`src/rtl/bw_defs.sv`:
```
// Shared definitions for the Baugh-Wooley multipliers: controller state
// encodings and the partial-product row generator.
package bw_defs;

    localparam logic [1:0] IDLE  = 2'd0;
    localparam logic [1:0] ACCUM = 2'd1;
    localparam logic [1:0] FINAL = 2'd2;

    // Rows are produced at a fixed maximum width; callers keep the low m bits.
    localparam int PP_MAXW = 64;
    localparam int PP_IW   = $clog2(PP_MAXW);

    // Row i of the modified Baugh-Wooley array for m-bit operands: the sign
    // column of ordinary rows and the ordinary columns of the sign row are
    // inverted, while the sign x sign corner stays true.
    function automatic logic [PP_MAXW-1:0] pp_row(
        input logic [PP_MAXW-1:0] a,
        input logic [PP_MAXW-1:0] b,
        input int unsigned        i,
        input int unsigned        m
    );
        logic [PP_MAXW-1:0] row;
        logic               bit_ij;
        row = '0;
        for (int unsigned j = 0; j < PP_MAXW; j++) begin
            bit_ij = 1'b0;
            if (j < m) begin
                bit_ij = a[j[PP_IW-1:0]] & b[i[PP_IW-1:0]];
                if ((j == m - 1) != (i == m - 1)) begin
                    bit_ij = ~bit_ij;
                end
            end
            row[j[PP_IW-1:0]] = bit_ij;
        end
        return row;
    endfunction

endpackage

```
`src/rtl/full_adder.sv`:
```
// Single-bit full adder cell used by the carry-save layer.
module full_adder (
    input  logic a,
    input  logic b,
    input  logic ci,
    output logic s,
    output logic co
);

    assign s  = a ^ b ^ ci;
    assign co = (a & b) | (a & ci) | (b & ci);

endmodule

```
`src/rtl/layer_adder.sv`:
```
// One carry-save row: adds a new partial-product row to the running sum
// shifted down one column, retiring the lowest sum bit as p.
module layer_adder #(
    parameter int M = 5
) (
    input  logic [M-1:0] a,
    input  logic [M-1:0] b,
    input  logic [M-2:0] c_in,
    output logic [M-1:0] s,
    output logic [M-2:0] c_out,
    output logic         p
);

    assign p      = a[0];
    assign s[M-1] = b[M-1];

    for (genvar j = 0; j < M - 1; j++) begin : g_fa
        full_adder u_fa (
            .a (a[j+1]),
            .b (b[j]),
            .ci(c_in[j]),
            .s (s[j]),
            .co(c_out[j])
        );
    end

endmodule

```
`src/rtl/bw_seq_mult.sv`:
```
// Sequential signed MxM Baugh-Wooley multiplier: one carry-save layer reused
// per clock, then a single carry-propagate merge with the correction ones.
module bw_seq_mult
    import bw_defs::*;
#(
    parameter int M = 5
) (
    input  logic           clk,
    input  logic           rst_n,
    input  logic           start,
    input  logic [M-1:0]   a,
    input  logic [M-1:0]   b,
    output logic           busy,
    output logic           done,
    output logic [2*M-1:0] product,
    output logic [1:0]     dbg_state
);

    localparam int            CW       = $clog2(M);
    localparam logic [CW-1:0] CNT_LAST = CW'(M - 1);
    localparam logic [M-1:0]  CORR     = M'(1) | (M'(1) << (M - 1));

    logic [1:0]     state_q, state_d;
    logic [M-1:0]   a_q, a_d;
    logic [M-1:0]   b_q, b_d;
    logic [M-1:0]   sum_q, sum_d;
    logic [M-2:0]   carry_q, carry_d;
    logic [M-2:0]   low_q, low_d;
    logic [CW-1:0]  cnt_q, cnt_d;
    logic [2*M-1:0] product_q, product_d;
    logic           done_q, done_d;

    logic [PP_MAXW-1:0] row0_full;
    logic [PP_MAXW-1:0] rowk_full;
    logic [M-1:0]       la_s;
    logic [M-2:0]       la_c;
    logic               la_p;
    logic [M-1:0]       hi;
    logic               unused_row_bits;

    assign row0_full = pp_row(PP_MAXW'(a), PP_MAXW'(b), 0, M);
    assign rowk_full = pp_row(PP_MAXW'(a_q), PP_MAXW'(b_q), 32'(cnt_q), M);
    assign unused_row_bits = ^{row0_full[PP_MAXW-1:M], rowk_full[PP_MAXW-1:M]};

    layer_adder #(.M(M)) u_layer (
        .a    (sum_q),
        .b    (rowk_full[M-1:0]),
        .c_in (carry_q),
        .s    (la_s),
        .c_out(la_c),
        .p    (la_p)
    );

    // Upper half: remaining sum and carry vectors plus the ones at columns M and 2M-1.
    assign hi = {1'b0, sum_q[M-1:1]} + {1'b0, carry_q} + CORR;

    always_comb begin
        state_d   = state_q;
        a_d       = a_q;
        b_d       = b_q;
        sum_d     = sum_q;
        carry_d   = carry_q;
        low_d     = low_q;
        cnt_d     = cnt_q;
        product_d = product_q;
        done_d    = 1'b0;
        case (state_q)
            IDLE: begin
                if (start) begin
                    a_d     = a;
                    b_d     = b;
                    sum_d   = row0_full[M-1:0];
                    carry_d = '0;
                    cnt_d   = CW'(1);
                    state_d = ACCUM;
                end
            end
            ACCUM: begin
                // Retired bits enter from the top so the first one lands in bit 0.
                low_d   = {la_p, low_q[M-2:1]};
                sum_d   = la_s;
                carry_d = la_c;
                cnt_d   = cnt_q + CW'(1);
                if (cnt_q == CNT_LAST) begin
                    state_d = FINAL;
                end
            end
            FINAL: begin
                product_d = {hi, sum_q[0], low_q};
                done_d    = 1'b1;
                state_d   = IDLE;
            end
            default: state_d = IDLE;
        endcase
    end

    always_ff @(posedge clk or negedge rst_n) begin
        if (!rst_n) begin
            state_q   <= IDLE;
            a_q       <= '0;
            b_q       <= '0;
            sum_q     <= '0;
            carry_q   <= '0;
            low_q     <= '0;
            cnt_q     <= '0;
            product_q <= '0;
            done_q    <= 1'b0;
        end else begin
            state_q   <= state_d;
            a_q       <= a_d;
            b_q       <= b_d;
            sum_q     <= sum_d;
            carry_q   <= carry_d;
            low_q     <= low_d;
            cnt_q     <= cnt_d;
            product_q <= product_d;
            done_q    <= done_d;
        end
    end

    assign busy      = (state_q == ACCUM) || (state_q == FINAL);
    assign done      = done_q;
    assign product   = product_q;
    assign dbg_state = state_q;

endmodule

```
`config.mk`:
```
export PLATFORM = sky130hd
export DESIGN_NAME = bw_seq_mult
export DESIGN_NICKNAME = d
export VERILOG_FILES = /design/src/rtl/bw_defs.sv /design/src/rtl/full_adder.sv /design/src/rtl/layer_adder.sv /design/src/rtl/bw_seq_mult.sv
export SDC_FILE = /design/constraint.sdc
export NUM_CORES = 1
export LEC_CHECK = 0
export BUFFER_PORTS_ARGS = -buffer_cell sky130_fd_sc_hd__buf_2
export CAP_MARGIN = 20
export CELL_PAD_IN_SITES_DETAIL_PLACEMENT = 0
export CELL_PAD_IN_SITES_GLOBAL_PLACEMENT = 1
export CORE_MARGIN = 1.5
export CORE_UTILIZATION = 45
export CTS_CLUSTER_DIAMETER = 200
export CTS_CLUSTER_SIZE = 30
export DETAILED_ROUTE_END_ITERATION = 8
export PLACE_DENSITY_LB_ADDON = 0.1
export SLEW_MARGIN = 30
export SYNTH_ARGS = -nofsm -noshare
export SYNTH_HDL_FRONTEND = slang
export SYNTH_SLANG_ARGS = --single-unit
```
`constraint.sdc`:
```
create_clock -name clk -period 2.9 [get_ports clk]
set_clock_uncertainty 0.15 [all_clocks]
set_input_delay 0.145 -clock clk [delete_from_list [all_inputs] [get_ports clk]]
set_output_delay 0.145 -clock clk [all_outputs]
set_load 0.02 [all_outputs]
```
; Word-level counts from Yosys, hierarchy flattened
; Index checks and enable logic that the tools add are counted.
[totals]
input_bits = 13
romBits = 0
ram_bits = 0
n_memories = 0
output_inout_bits = 14
latchBits = 0
reg_bits = 39
[classes]
eq_ne = 5
add_sub_neg = 3
bitwise = 44
muxes = 17
n_mul = 0
n_shift = 0
reduce_logical = 6
magnitude_cmp = 1
div_mod_pow = 0
[op_table]
columns = op, n
row1 = 1-bit bitwise AND, 22
row2 = 5-bit one-hot mux with 2 select lines, 1
row3 = 1-bit bitwise OR, 8
row4 = 4-bit one-hot mux with 2 select lines, 1
row5 = 1-bit XOR, 8
row6 = "3-bit by 7-bit < comparator with 1-bit output, second input constant", 1
row7 = 1-bit 2-to-1 mux, 7
row8 = 1-bit NOT, 6
row9 = 3-bit one-hot mux with 2 select lines, 1
row10 = 2-bit AND reduction, 3
row11 = 4-bit by 4-bit adder with 5-bit output, 1
row12 = "5-bit adder, second input constant", 1
row13 = 5-bit 2-to-1 mux, 1
row14 = 2-bit 2-to-1 mux, 2
row15 = 4-bit 2-to-1 mux, 1
row16 = "2-bit inequality test, second input constant", 2
row17 = 2-bit one-hot mux with 2 select lines, 1
row18 = "3-bit by 1-bit adder with 3-bit output, second input constant", 1
row19 = 1-bit binary-select mux with 3-bit select, 1
row20 = "3-bit == test, second input constant", 1
row21 = 3-bit 2-to-1 mux, 1
row22 = "2-bit by 1-bit == test with 1-bit output, second input constant", 1
row23 = "2-bit == test, second input constant", 1
row24 = 2-bit logical NOT, 1
row25 = other kinds (2), 2

; Depth between registers and ports, before layout
; Gate-level depths: netlist of the first run.
[depth]
depth_word = 9
mapped_depth = 7
depth_no_buf = 7

; Modules after synthesis
; Synthesis of the first run repeated with hierarchy kept, for this count alone.
[hier_totals]
hier_cells = 164
hier_area_um2 = 2008.2
[modules_own_cells]
columns = mod, area_per_inst_um2, n_inst, cells_each, seq_area_each_um2
row1 = bw_seq_mult, 1913.1, 1, 158, 975.9
row2 = full_adder, 20.0, 4, 1, 0.0
row3 = layer_adder, 15.0, 1, 2, 0.0

; Least setup slack after synthesis of the first run
; OpenSTA, ideal clock, no wires.
[synth_timing]
path_type = register to register
from = register cnt_q[2]
to = register sum_q[1]
path_stages_with_launch = 7
synth_period_minus_slack_ns = 2.191
path_slack_ns = 0.709
arrival_time_ns = 1.915
t_required_ns = 2.624
n_path_buf = 0
setup_time_ns = 0.126
path_cell_list = dfrtp_1 -> or2_2 -> o22ai_1 -> o21ai_0 -> xor2_1 -> fa_1 -> a221o_1
[synth_between]
elab_chain_cells = 8
word_cells_on_any_way = 9
cone_classes = eq/ne: 1 / mux: 4 / bitwise: 4
[synth_lines]
columns = item, line_no
row1 = "start, declared", bw_seq_mult.sv:29  ; logic [CW-1:0] cnt_q, cnt_d;
row2 = "start signal, assigned", bw_seq_mult.sv:115  ; cnt_q <= cnt_d;
row3 = 1-bit binary-select mux with 3-bit select, bw_defs.sv:28  ; bit_ij = a[j[PP_IW-1:0]] & b[i[PP_IW-1:0]];
row4 = 1-bit 2-to-1 mux (not written as such), bw_defs.sv:28
row5 = 1-bit bitwise AND, bw_defs.sv:28
row6 = 1-bit NOT, bw_defs.sv:30  ; bit_ij = ~bit_ij;
row7 = 1-bit 2-to-1 mux (*), bw_defs.sv:29  ; if ((j == m - 1) != (i == m - 1)) begin
row8 = 1-bit XOR (*) (2 in series), full_adder.sv:10  ; assign s = a ^ b ^ ci;
row9 = 5-bit one-hot mux with 2 select lines (*), bw_seq_mult.sv:67  ; case (state_q)
row10 = "end signal, assigned", bw_seq_mult.sv:112  ; sum_q <= sum_d;
row11 = "end, declared", bw_seq_mult.sv:26  ; logic [M-1:0] sum_q, sum_d;
; Every way passes the cells marked *; elsewhere a longest branch is shown, timed or not. The select of a mux whose other input is x is not followed.
; A chain may end at the register's enable or synchronous reset.

; Final worst setup path of the first run
[layout_timing]
from = register cnt_q[2]
to = register sum_q[2]
; Same word-level chain as after synthesis.

==> impl_metrics.tcl, run 1 <==
set metrics [dict create \
    routabilityCongestion 0.758 \
    grt.total_usage 0.170 \
    synthXorXnorAreaFrac 0.0223 \
    numCtsBuffers 5 \
    hpwl_um 2590 \
    dieHeight_um 69.1 \
    path_clk_slew_ns 0.08 \
    core_area_um2 4090 \
    hold_class "primary input to flip-flop" \
    drt_wl_total_um 3620 \
    grt_util_met3 0.0439 \
    finalCritPeriodShare 0.813 \
    htree_levels 2 \
    syn_area_um2 1970 \
    hold_violations 0 \
    maxSlewHeadroom 0.648 \
    postLayoutCoreUtil 0.581 \
    end_kind "flip-flop" \
    start_util 0.481 \
    crit_chain "or2_2, o22ai_1, o21ai_0, xor2_1, fa_1, a221o_1" \
    cp.arrival_ns 2.38 \
    yosysTopAreaCell "dfrtp_1" \
    drv_slew 0 \
    io_pins 27 \
    die-area_um2 4780 \
    worst-setup-path-type "flip-flop to flip-flop" \
    placed_cell_area_um2 2140 \
    muxShareOfSynthArea 0.152 \
    synth_top_flop_cell "dfrtp_1" \
    post-route-drc-count 0 \
    critical_path_required_ns 2.93 \
    leakage_nw 1.13 \
    top_usage_layer "met2" \
    syn-instance-count 160 \
    clock_sinks 39 \
    antenna_cells 0 \
    met1_usage 0.218 \
    min_period_ns 2.36 \
    finalNetCount 228 \
    synth_top_area_frac 0.496 \
    synth_top_family_by_area "multiplexers" \
    setup_violations 0 \
    crit_path_start_kind "flip-flop" \
    wire_per_inst_um 14.4 \
    maxCapViolCount 0 \
    cp_max_fo 7 \
    tritoncts "yes" \
    syn_avg_cell_area_um2 12.3 \
    antenna_left 0 \
    status "complete, no violations" \
    port_buffers 26 \
    cts_resized 0 \
    ys_types 40 \
    rows 23 \
    rsz0062_at_grt "false" \
    cts-root-buf "clkbuf_8" \
    fmax_ghz 0.424 \
    detailroute.via_count 1323 \
    synth_edf_count 0 \
    cpMaxStageDelayCell "dfrtp_1" \
    drive_gt1_frac 0.307 \
    synthTopCellsByArea "dfrtp_1 (50%), mux2_2 (13%), ha_1 (5.7%), fa_1 (5.1%), a22o_1 (2.2%)" \
    fill_cells 365 \
    synth_seq_cells 39 \
    setup_tns_ns 0 \
    yosysWarnings 0 \
    tightest_slew_ns 0.528 \
    yosysSeqAreaShare 0.496 \
    synth_compound_area_frac 0.106 \
    syn_nets 187 \
    drtIter0Drc 38 \
    grt_pass1_wl_um 6470 \
    final_area_um2 2370 \
    ir_worst_vdd_mv 0.432 \
    synthAdderAreaFrac 0.108 \
    power_density_nw_per_um2 1130 \
    clock_path_buffers 2 \
    die_x_um 69.1 \
    dr.pass1.iters 4 \
    first_global_vias 1427 \
    clk_latency_ns 0.29 \
    grtUsageMet2 0.279 \
    syn_to_final_growth_pct 20.7 \
    routed_via_density 5.25 \
    reg2reg_setup_slack_ns 0.54 \
    grt_max_degree 40 \
    grt-ovfl-total 0 \
    synth-simple-area-share 0.0840 \
    grt_antenna_before_repair 0 \
    cpPeakStageDelay_ns 0.45 \
    synthArstFlopShare 1.00 \
]
-- through the flow --
step	setup WS [ns]	total power, W	hold WS (ns)	std cells
floorplan	0.709	0.00192	-0.301	160
global placement	0.573	0.00219	0.147	233
detailed placement	0.544	0.00224	0.160	233
CTS	0.517	0.00273	0.00218	252
global route	0.357	0.00293	0.0335	252
finish	0.543	0.00269	0.00781	252
-- cells in the mapped netlist (2+ instances only) --
cell type	number
o21a_1	2
ha_1	9
xor2_1	4
a221o_1	4
nor2b_1	2
dfrtp_1	39
mux2i_1	4
a21oi_1	5
a22o_1	5
nor2_1	8
fa_1	5
nand2_1	9
inv_1	10
mux2_2	23
o21ai_0	6
-- layout make-up --
class	count	area, µm²	share of cell area
tap	50	62.6	0.0264
sequential	39	976	0.411
multi-input combinational	107	930	0.392
clock inverter	2	35.0	0.0148
clock buffer	6	82.6	0.0348
timing repair buffer	38	250	0.105
inverter	10	37.5	0.0158
-- metal layers --
layer | up-vias | part of all wire
met5 | - | 0
met4 | 0 | 0.016
met3 | 6 | 0.033
met2 | 25 | 0.47
met1 | 643 | 0.48
li1 | 649 | -
-- kinds of logic (layout without fill, tap and decap cells) --
| logic type | Yosys count | count (layout) |
|---|---|---|
| flip-flops | 39 | 39 |
| AND/OR/NAND/NOR | 31 | 31 |
| AO/OA/AOI/OAI | 30 | 30 |
| multiplexers | 27 | 27 |
| adder cells (fa/ha/maj) | 14 | 14 |
| buffers and inverters | 14 | 56 |
| XOR/XNOR | 5 | 5 |
-- layout by cell type, fill, tap and decap left out, types with 2 or more instances in the layout --
cell,instances
a21oi_1,5
a221o_1,4
a22o_1,5
buf_2,25
buf_4,2
clkbuf_8,6
dfrtp_1,39
dlygate4sd3_1,11
fa_1,5
ha_1,9
inv_1,10
mux2_2,23
mux2i_1,4
nand2_1,9
nor2_1,8
nor2b_1,2
o21a_1,2
o21ai_0,6
xor2_1,4
-- repair_timing --
item / 4_1_cts / 5_1_grt
buffers inserted: 0 / 0
hold endpoints to repair: 49 / 0
hold buffers: 11 / 0
-- power by group --
group	internal, W	switching (W)
combinational	0.000598	0.000651
clock	0.000278	0.000192
sequential	0.000787	0.000185
total	0.00166	0.00103
-- flip-flops by register name, summed over array words and instances, names as in the netlist --
name	count
dbg_state	2
a_q	5
low_q	4
product	10
done	1
b_q	5
carry_q	4
cnt_q	3
sum_q	5
-- path summary, 6_finish.rpt --
check                                start  cells after the start            to
worst max-delay path              cnt_q[2]                      6      sum_q[2]
worst min-delay path                 start                      3  dbg_state[0]
worst max register to register    cnt_q[2]                      6      sum_q[2]
worst min register to register  product[8]                      2    product[8]
max in group asynchronous            rst_n                      2      sum_q[2]
min in group asynchronous            rst_n                      2      sum_q[4]
-- critical path: cells and delay by family, from the launching register on --
family	cells	cell delay, ns
adder cells (fa/ha/maj)	1	0.45
AND/OR/NAND/NOR	1	0.31
XOR/XNOR	1	0.20
AO/OA/AOI/OAI	3	0.69
flip-flops	1	0.45
No activity file was read; power rests on OpenSTA's default activity.
==> inputs of run 2 (changes only) <==
--- a/config.mk
+++ b/config.mk
@@ -10,7 +10,7 @@
 export CELL_PAD_IN_SITES_DETAIL_PLACEMENT = 0
 export CELL_PAD_IN_SITES_GLOBAL_PLACEMENT = 1
 export CORE_MARGIN = 1.5
-export CORE_UTILIZATION = 45
+export CORE_UTILIZATION = 41
 export CTS_CLUSTER_DIAMETER = 200
 export CTS_CLUSTER_SIZE = 30
 export DETAILED_ROUTE_END_ITERATION = 8
==> constraint.sdc (replaced) <==
create_clock -name clk -period 2 [get_ports clk]
set_clock_uncertainty 0.15 [all_clocks]
set_input_delay 0.1 -clock clk [delete_from_list [all_inputs] [get_ports clk]]
set_output_delay 0.1 -clock clk [all_outputs]
set_load 0.02 [all_outputs]
==> run 2 against run 1 <==
First-iteration DRC count down 63%. Largest power group unchanged. Via count up 5.8%. The run now ends with setup timing left. Utilization down 2.1 points.
==> impl_metrics.tcl, run 2 (synthesis results as in run 1) <==
set metrics [dict create \
    dieHeight_um 72.3 \
    cp_num_cells 6 \
    clk_latency_ns 0.29 \
    tritoncts "yes" \
    switching_power_w 0.00164 \
    antenna_left 0 \
    post-route-drc-count 0 \
    power.internal_w 0.00278 \
    crit_family "compound AO/OA/AOI/OAI gates" \
    clock_sinks 39 \
    fin_ws_ns -0.207 \
    htree_levels 2 \
    crit_path_start_kind "flip-flop" \
    wl_met1_um 1720 \
    tightest_slew_ns 0.480 \
    critical_path_required_ns 2.03 \
    numCtsBuffers 5 \
    status "finished, violations left" \
    cpMaxStageDelayCell "dfrtp_2" \
    cp.arrival_ns 2.24 \
    maxSlewHeadroom 0.680 \
    combPwrFrac 0.499 \
    grt-ovfl-total 0 \
    cp-endpoint "sum_q[3]" \
    failed_checks "setup timing" \
    wire_per_inst_um 14.1 \
    reg2reg_from "cnt_q[0]" \
    reg2reg_setup_slack_ns -0.21 \
    highest_layer "met4" \
    min_period_ns 2.21 \
    fmax_ghz 0.453 \
    cpPeakStageDelay_ns 0.46 \
    p_clk_frac 0.175 \
    grt.total_usage 0.166 \
    rr_worst_depth 6 \
    ir_worst_vdd_mv 0.663 \
    finalCritPeriodShare 1.10 \
    setup_violations 5 \
    dr.pass1.iters 4 \
    startpoint "cnt_q[0]" \
    end_kind "flip-flop" \
    cts-root-buf "clkbuf_8" \
    finalPower_w 0.00442 \
    routabilityCongestion 0.741 \
    largest_reg_flops 10 \
    sw_frac_of_total 0.372 \
    hold_class "primary input to async pin" \
    crit-reg2reg-capture "sum_q[3]" \
    p_seq_frac 0.327 \
    die-area_um2 5220 \
    postLayoutCoreUtil 0.559 \
    port_buffers 26 \
    leakage_nw 1.22 \
    dp_slack_ns -0.265 \
    die_x_um 72.3 \
    hpwl_um 2830 \
    layout_commonest_cell "dfrtp_1" \
    path_buf_inv 0 \
    clock_path_buffers 2 \
    start_util 0.422 \
    routed_via_density 5.17 \
    worst-setup-path-type "flip-flop to flip-flop" \
    final_cell_mix "dfrtp_1 (38), buf_2 (26), mux2_2 (23), buf_4 (15), dlygate4sd3_1 (12)" \
    drv_slew 0 \
    core_area_um2 4660 \
    power_density_nw_per_um2 1700 \
    path_clk_slew_ns 0.08 \
    grt_max_degree 22 \
    drive_gt1_frac 0.415 \
    finalNetCount 243 \
    first_global_vias 1431 \
    maxCapViolCount 0 \
    wl_met2_um 1890 \
    drt_wl_total_um 3820 \
    detailroute.via_count 1400 \
    rsz0062_at_grt "true" \
    io_pins 27 \
    rows 25 \
    antenna_cells 0 \
    crit_chain "mux2i_4, o22ai_4, o21ai_2, xor2_2, fa_1, a221o_1" \
    met3_length_um 129 \
    drtIter0Drc 14 \
    hold_violations 0 \
    grt_pass1_wl_um 6540 \
    grt_antenna_before_repair 0 \
    syn_to_final_growth_pct 32.6 \
    cp_max_fo 4 \
]
## run 2: cell types whose count changed in the layout (fill, tap and decap cells not counted), sizes merged
cell and delta:
dlygate4sd3 +1, buf +14, bufinv +1, clkinv -1
## run 2: metal layers
layer / up-vias / GRT usage
met3: 7 / 0.0458
met4: 0 / 0.0629
li1: 676 / -
met5: - / 0
met1: 693 / 0.198
met2: 24 / 0.287
## run 2: timing repair
item | in CTS | in global routing
resized for setup | 17 | 5
setup buffers | 0 | 2
pin swaps | 3 | 4
endpoints found under the hold margin | 31 | 0
hold buffers | 12 | 0
endpoints found under the setup margin | 8 | 9
## run 2: how the worst min path moves through the flow
stage,start,end,slack (ns),cells past startpoint
finish,rst_n,product[0],0.14,2
global route,rst_n,product[1],0.18,2
CTS,rst_n,product[0],0.15,2
detailed placement,rst_n,product[0],-0.06,1
global placement,rst_n,product[0],-0.07,1
floorplan,rst_n,a_q[0],-0.35,0
## run 2: power by group through the flow
stage	clock, W	combinational, W	sequential, W
floorplan	0	0.00132	0.00150
global placement	0	0.00193	0.00141
detailed placement	0	0.00196	0.00143
CTS	0.000798	0.00215	0.00145
global route	0.000824	0.00246	0.00150
finish	0.000773	0.00220	0.00144
## run 2: area by class of cell
cell class	instances	area [µm²]
Inverter	10	37.5
Clock buffer	6	72.6
Multi-Input combinational cell	107	1030
Tap cell	54	67.6
Clock inverter	2	60.1
Fill cell	410	2050
Sequential cell	39	977
Timing Repair Buffer	53	363
## run 2: metrics by stage
stage,setup TNS (ns),hold slack (ns),instances,instance area (µm²)
3_3_place_gp,-0.678,-0.0658,249,2250
3_5_place_dp,-1.05,-0.0619,249,2250
5_1_grt,-1.39,0.176,271,2610
4_1_cts,-0.811,0.154,269,2580
6_report,-0.783,0.145,271,2610
2_1_floorplan,-0.449,-0.346,160,1980
==> inputs of run 3 (changes only) <==
--- a/config.mk
+++ b/config.mk
@@ -11,6 +11,7 @@
 export CELL_PAD_IN_SITES_GLOBAL_PLACEMENT = 1
 export CORE_MARGIN = 1.5
 export CORE_UTILIZATION = 41
+export CTS_BUF_LIST = sky130_fd_sc_hd__clkbuf_8 sky130_fd_sc_hd__clkbuf_16
 export CTS_CLUSTER_DIAMETER = 200
 export CTS_CLUSTER_SIZE = 30
 export DETAILED_ROUTE_END_ITERATION = 8
==> constraint.sdc (replaced) <==
create_clock -name clk -period 1.9 [get_ports clk]
set_clock_uncertainty 0.15 [all_clocks]
set_input_delay 0.095 -clock clk [delete_from_list [all_inputs] [get_ports clk]]
set_output_delay 0.095 -clock clk [all_outputs]
set_load 0.02 [all_outputs]
==> run 3 against run 2 <==
The flow still finishes with violations (setup timing). Die area unchanged. Worst setup slack got worse by 0.12 ns. Routed wire length is 2.0% lower. Critical endpoint unchanged.
==> impl_metrics.tcl, run 3 (synthesis results as in run 1) <==
set metrics [dict create \
    cp_max_fo 4 \
    routabilityCongestion 0.803 \
    drive_gt1_frac 0.429 \
    leakage_nw 1.25 \
    drtIter0Drc 52 \
    top_usage_layer "met2" \
    grt_pass1_wl_um 6600 \
    clk_latency_ns 0.28 \
    min_period_ns 2.23 \
    first_global_vias 1472 \
    tightest_slew_ns 0.436 \
    dieHeight_um 72.3 \
    clock_path_buffers 2 \
    finalCritPeriodShare 1.17 \
    grt-ovfl-total 0 \
    detailroute.via_count 1406 \
    final_cell_mix "dfrtp_1 (38), buf_2 (26), mux2_2 (23), buf_4 (18), dlygate4sd3_1 (12)" \
    drt_wl_total_um 3740 \
    critical_path_required_ns 1.92 \
    rr_worst_depth 6 \
    hold_class "primary input to async pin" \
    clock_sinks 39 \
    worst-setup-path-type "flip-flop to flip-flop" \
    die_x_um 72.3 \
    maxCapViolCount 0 \
    power_density_nw_per_um2 1720 \
    drv_slew 0 \
    numCtsBuffers 5 \
    largest_reg_flops 10 \
    grt_antenna_before_repair 0 \
    finalPower_w 0.00456 \
    hpwl_um 2840 \
    post-route-drc-count 0 \
    syn_to_final_growth_pct 34.9 \
    fin_ws_ns -0.328 \
    hold_violations 0 \
    antenna_cells 0 \
    grt_max_degree 40 \
    layout_commonest_cell "dfrtp_1" \
    cp.arrival_ns 2.25 \
    status "finished, violations left" \
    routed_via_density 5.06 \
    cts-root-buf "clkbuf_8" \
    path_clk_slew_ns 0.07 \
    instances_no_fill 278 \
    htree_levels 2 \
    grtUsageMet2 0.290 \
    place_inst 253 \
    rsz0062_at_grt "true" \
    die-area_um2 5220 \
    io_pins 27 \
    whs_ns 0.158 \
    ir_worst_vdd_mv 0.859 \
    fmax_ghz 0.449 \
    antenna_left 0 \
    failed_checks "setup timing" \
    crit_path_start_kind "flip-flop" \
    dr.pass1.iters 4 \
    grt_util_met3 0.0306 \
    maxSlewHeadroom 0.710 \
    grt.total_usage 0.165 \
    port_buffers 26 \
    rows 25 \
    tritoncts "yes" \
    end_kind "flip-flop" \
    wire_per_inst_um 13.5 \
    postLayoutCoreUtil 0.569 \
    core_area_um2 4660 \
    setup_tns_ns -1.76 \
    start_util 0.422 \
    finalNetCount 250 \
    met1_usage 0.207 \
    setup_violations 9 \
]
[run 3: changes by cell type in the layout (fill, tap and decap cells not counted), sizes merged]
cell / change
buf: +7
inv: +1
bufinv: -2
clkbuf: +1
[run 3: report_power, final]
| group | total, W | internal, W | switching [W] |
|---|---|---|---|
| combinational | 0.00244 | 0.00130 | 0.00115 |
| clock | 0.000599 | 0.000326 | 0.000273 |
| sequential | 0.00151 | 0.00121 | 0.000308 |
| total | 0.00456 | 0.00283 | 0.00173 |
[run 3: worst paths after layout]
kind                            startpoint           end  slack [ns]
worst min-delay path                 rst_n  dbg_state[1]        0.16
worst max register to register    cnt_q[0]      sum_q[3]       -0.33
worst min register to register  product[8]    product[8]        0.34
max in group asynchronous            rst_n      cnt_q[0]        1.24
min in group clk                product[8]    product[8]        0.34
worst max-delay path              cnt_q[0]      sum_q[3]       -0.33
[run 3: repair_timing]
item                                    CTS  global route
hold buffers                             12             0
gates cloned                              0             0
endpoints found under the setup margin    9            13
endpoints found under the hold margin    50             0
resized for setup                         7            17
pin swaps                                 3             7
setup buffers                             2             3
[run 3: critical path, stage by stage (launching register included)]
cell     delay [ns]
dfrtp_2        0.45
mux2i_4        0.30
o22ai_4        0.12
o21ai_2        0.13
xor2_1         0.21
fa_1           0.44
a221o_1        0.32
[run 3: layout make-up]
type	instances	area (µm²)
Fill cell	406	2010
Sequential cell	39	977
Inverter	10	40.0
Multi-Input combinational cell	107	1020
Clock inverter	1	3.75
Clock buffer	7	96.3
Timing Repair Buffer	60	448
Tap cell	54	67.6
[run 3: stage by stage]
stage	setup slack (ns)	area [µm²]
2_1_floorplan	-0.223	1980
3_3_place_gp	-0.292	2300
3_5_place_dp	-0.375	2300
4_1_cts	-0.324	2560
5_1_grt	-0.432	2650
6_report	-0.328	2650
[run 3: per-layer routing]
| metal | up-vias | share of wire |
|---|---|---|
| li1 | 696 | - |
| met1 | 685 | 0.47 |
| met2 | 23 | 0.49 |
| met3 | 2 | 0.034 |
| met4 | 0 | 0.0070 |
| met5 | - | 0 |
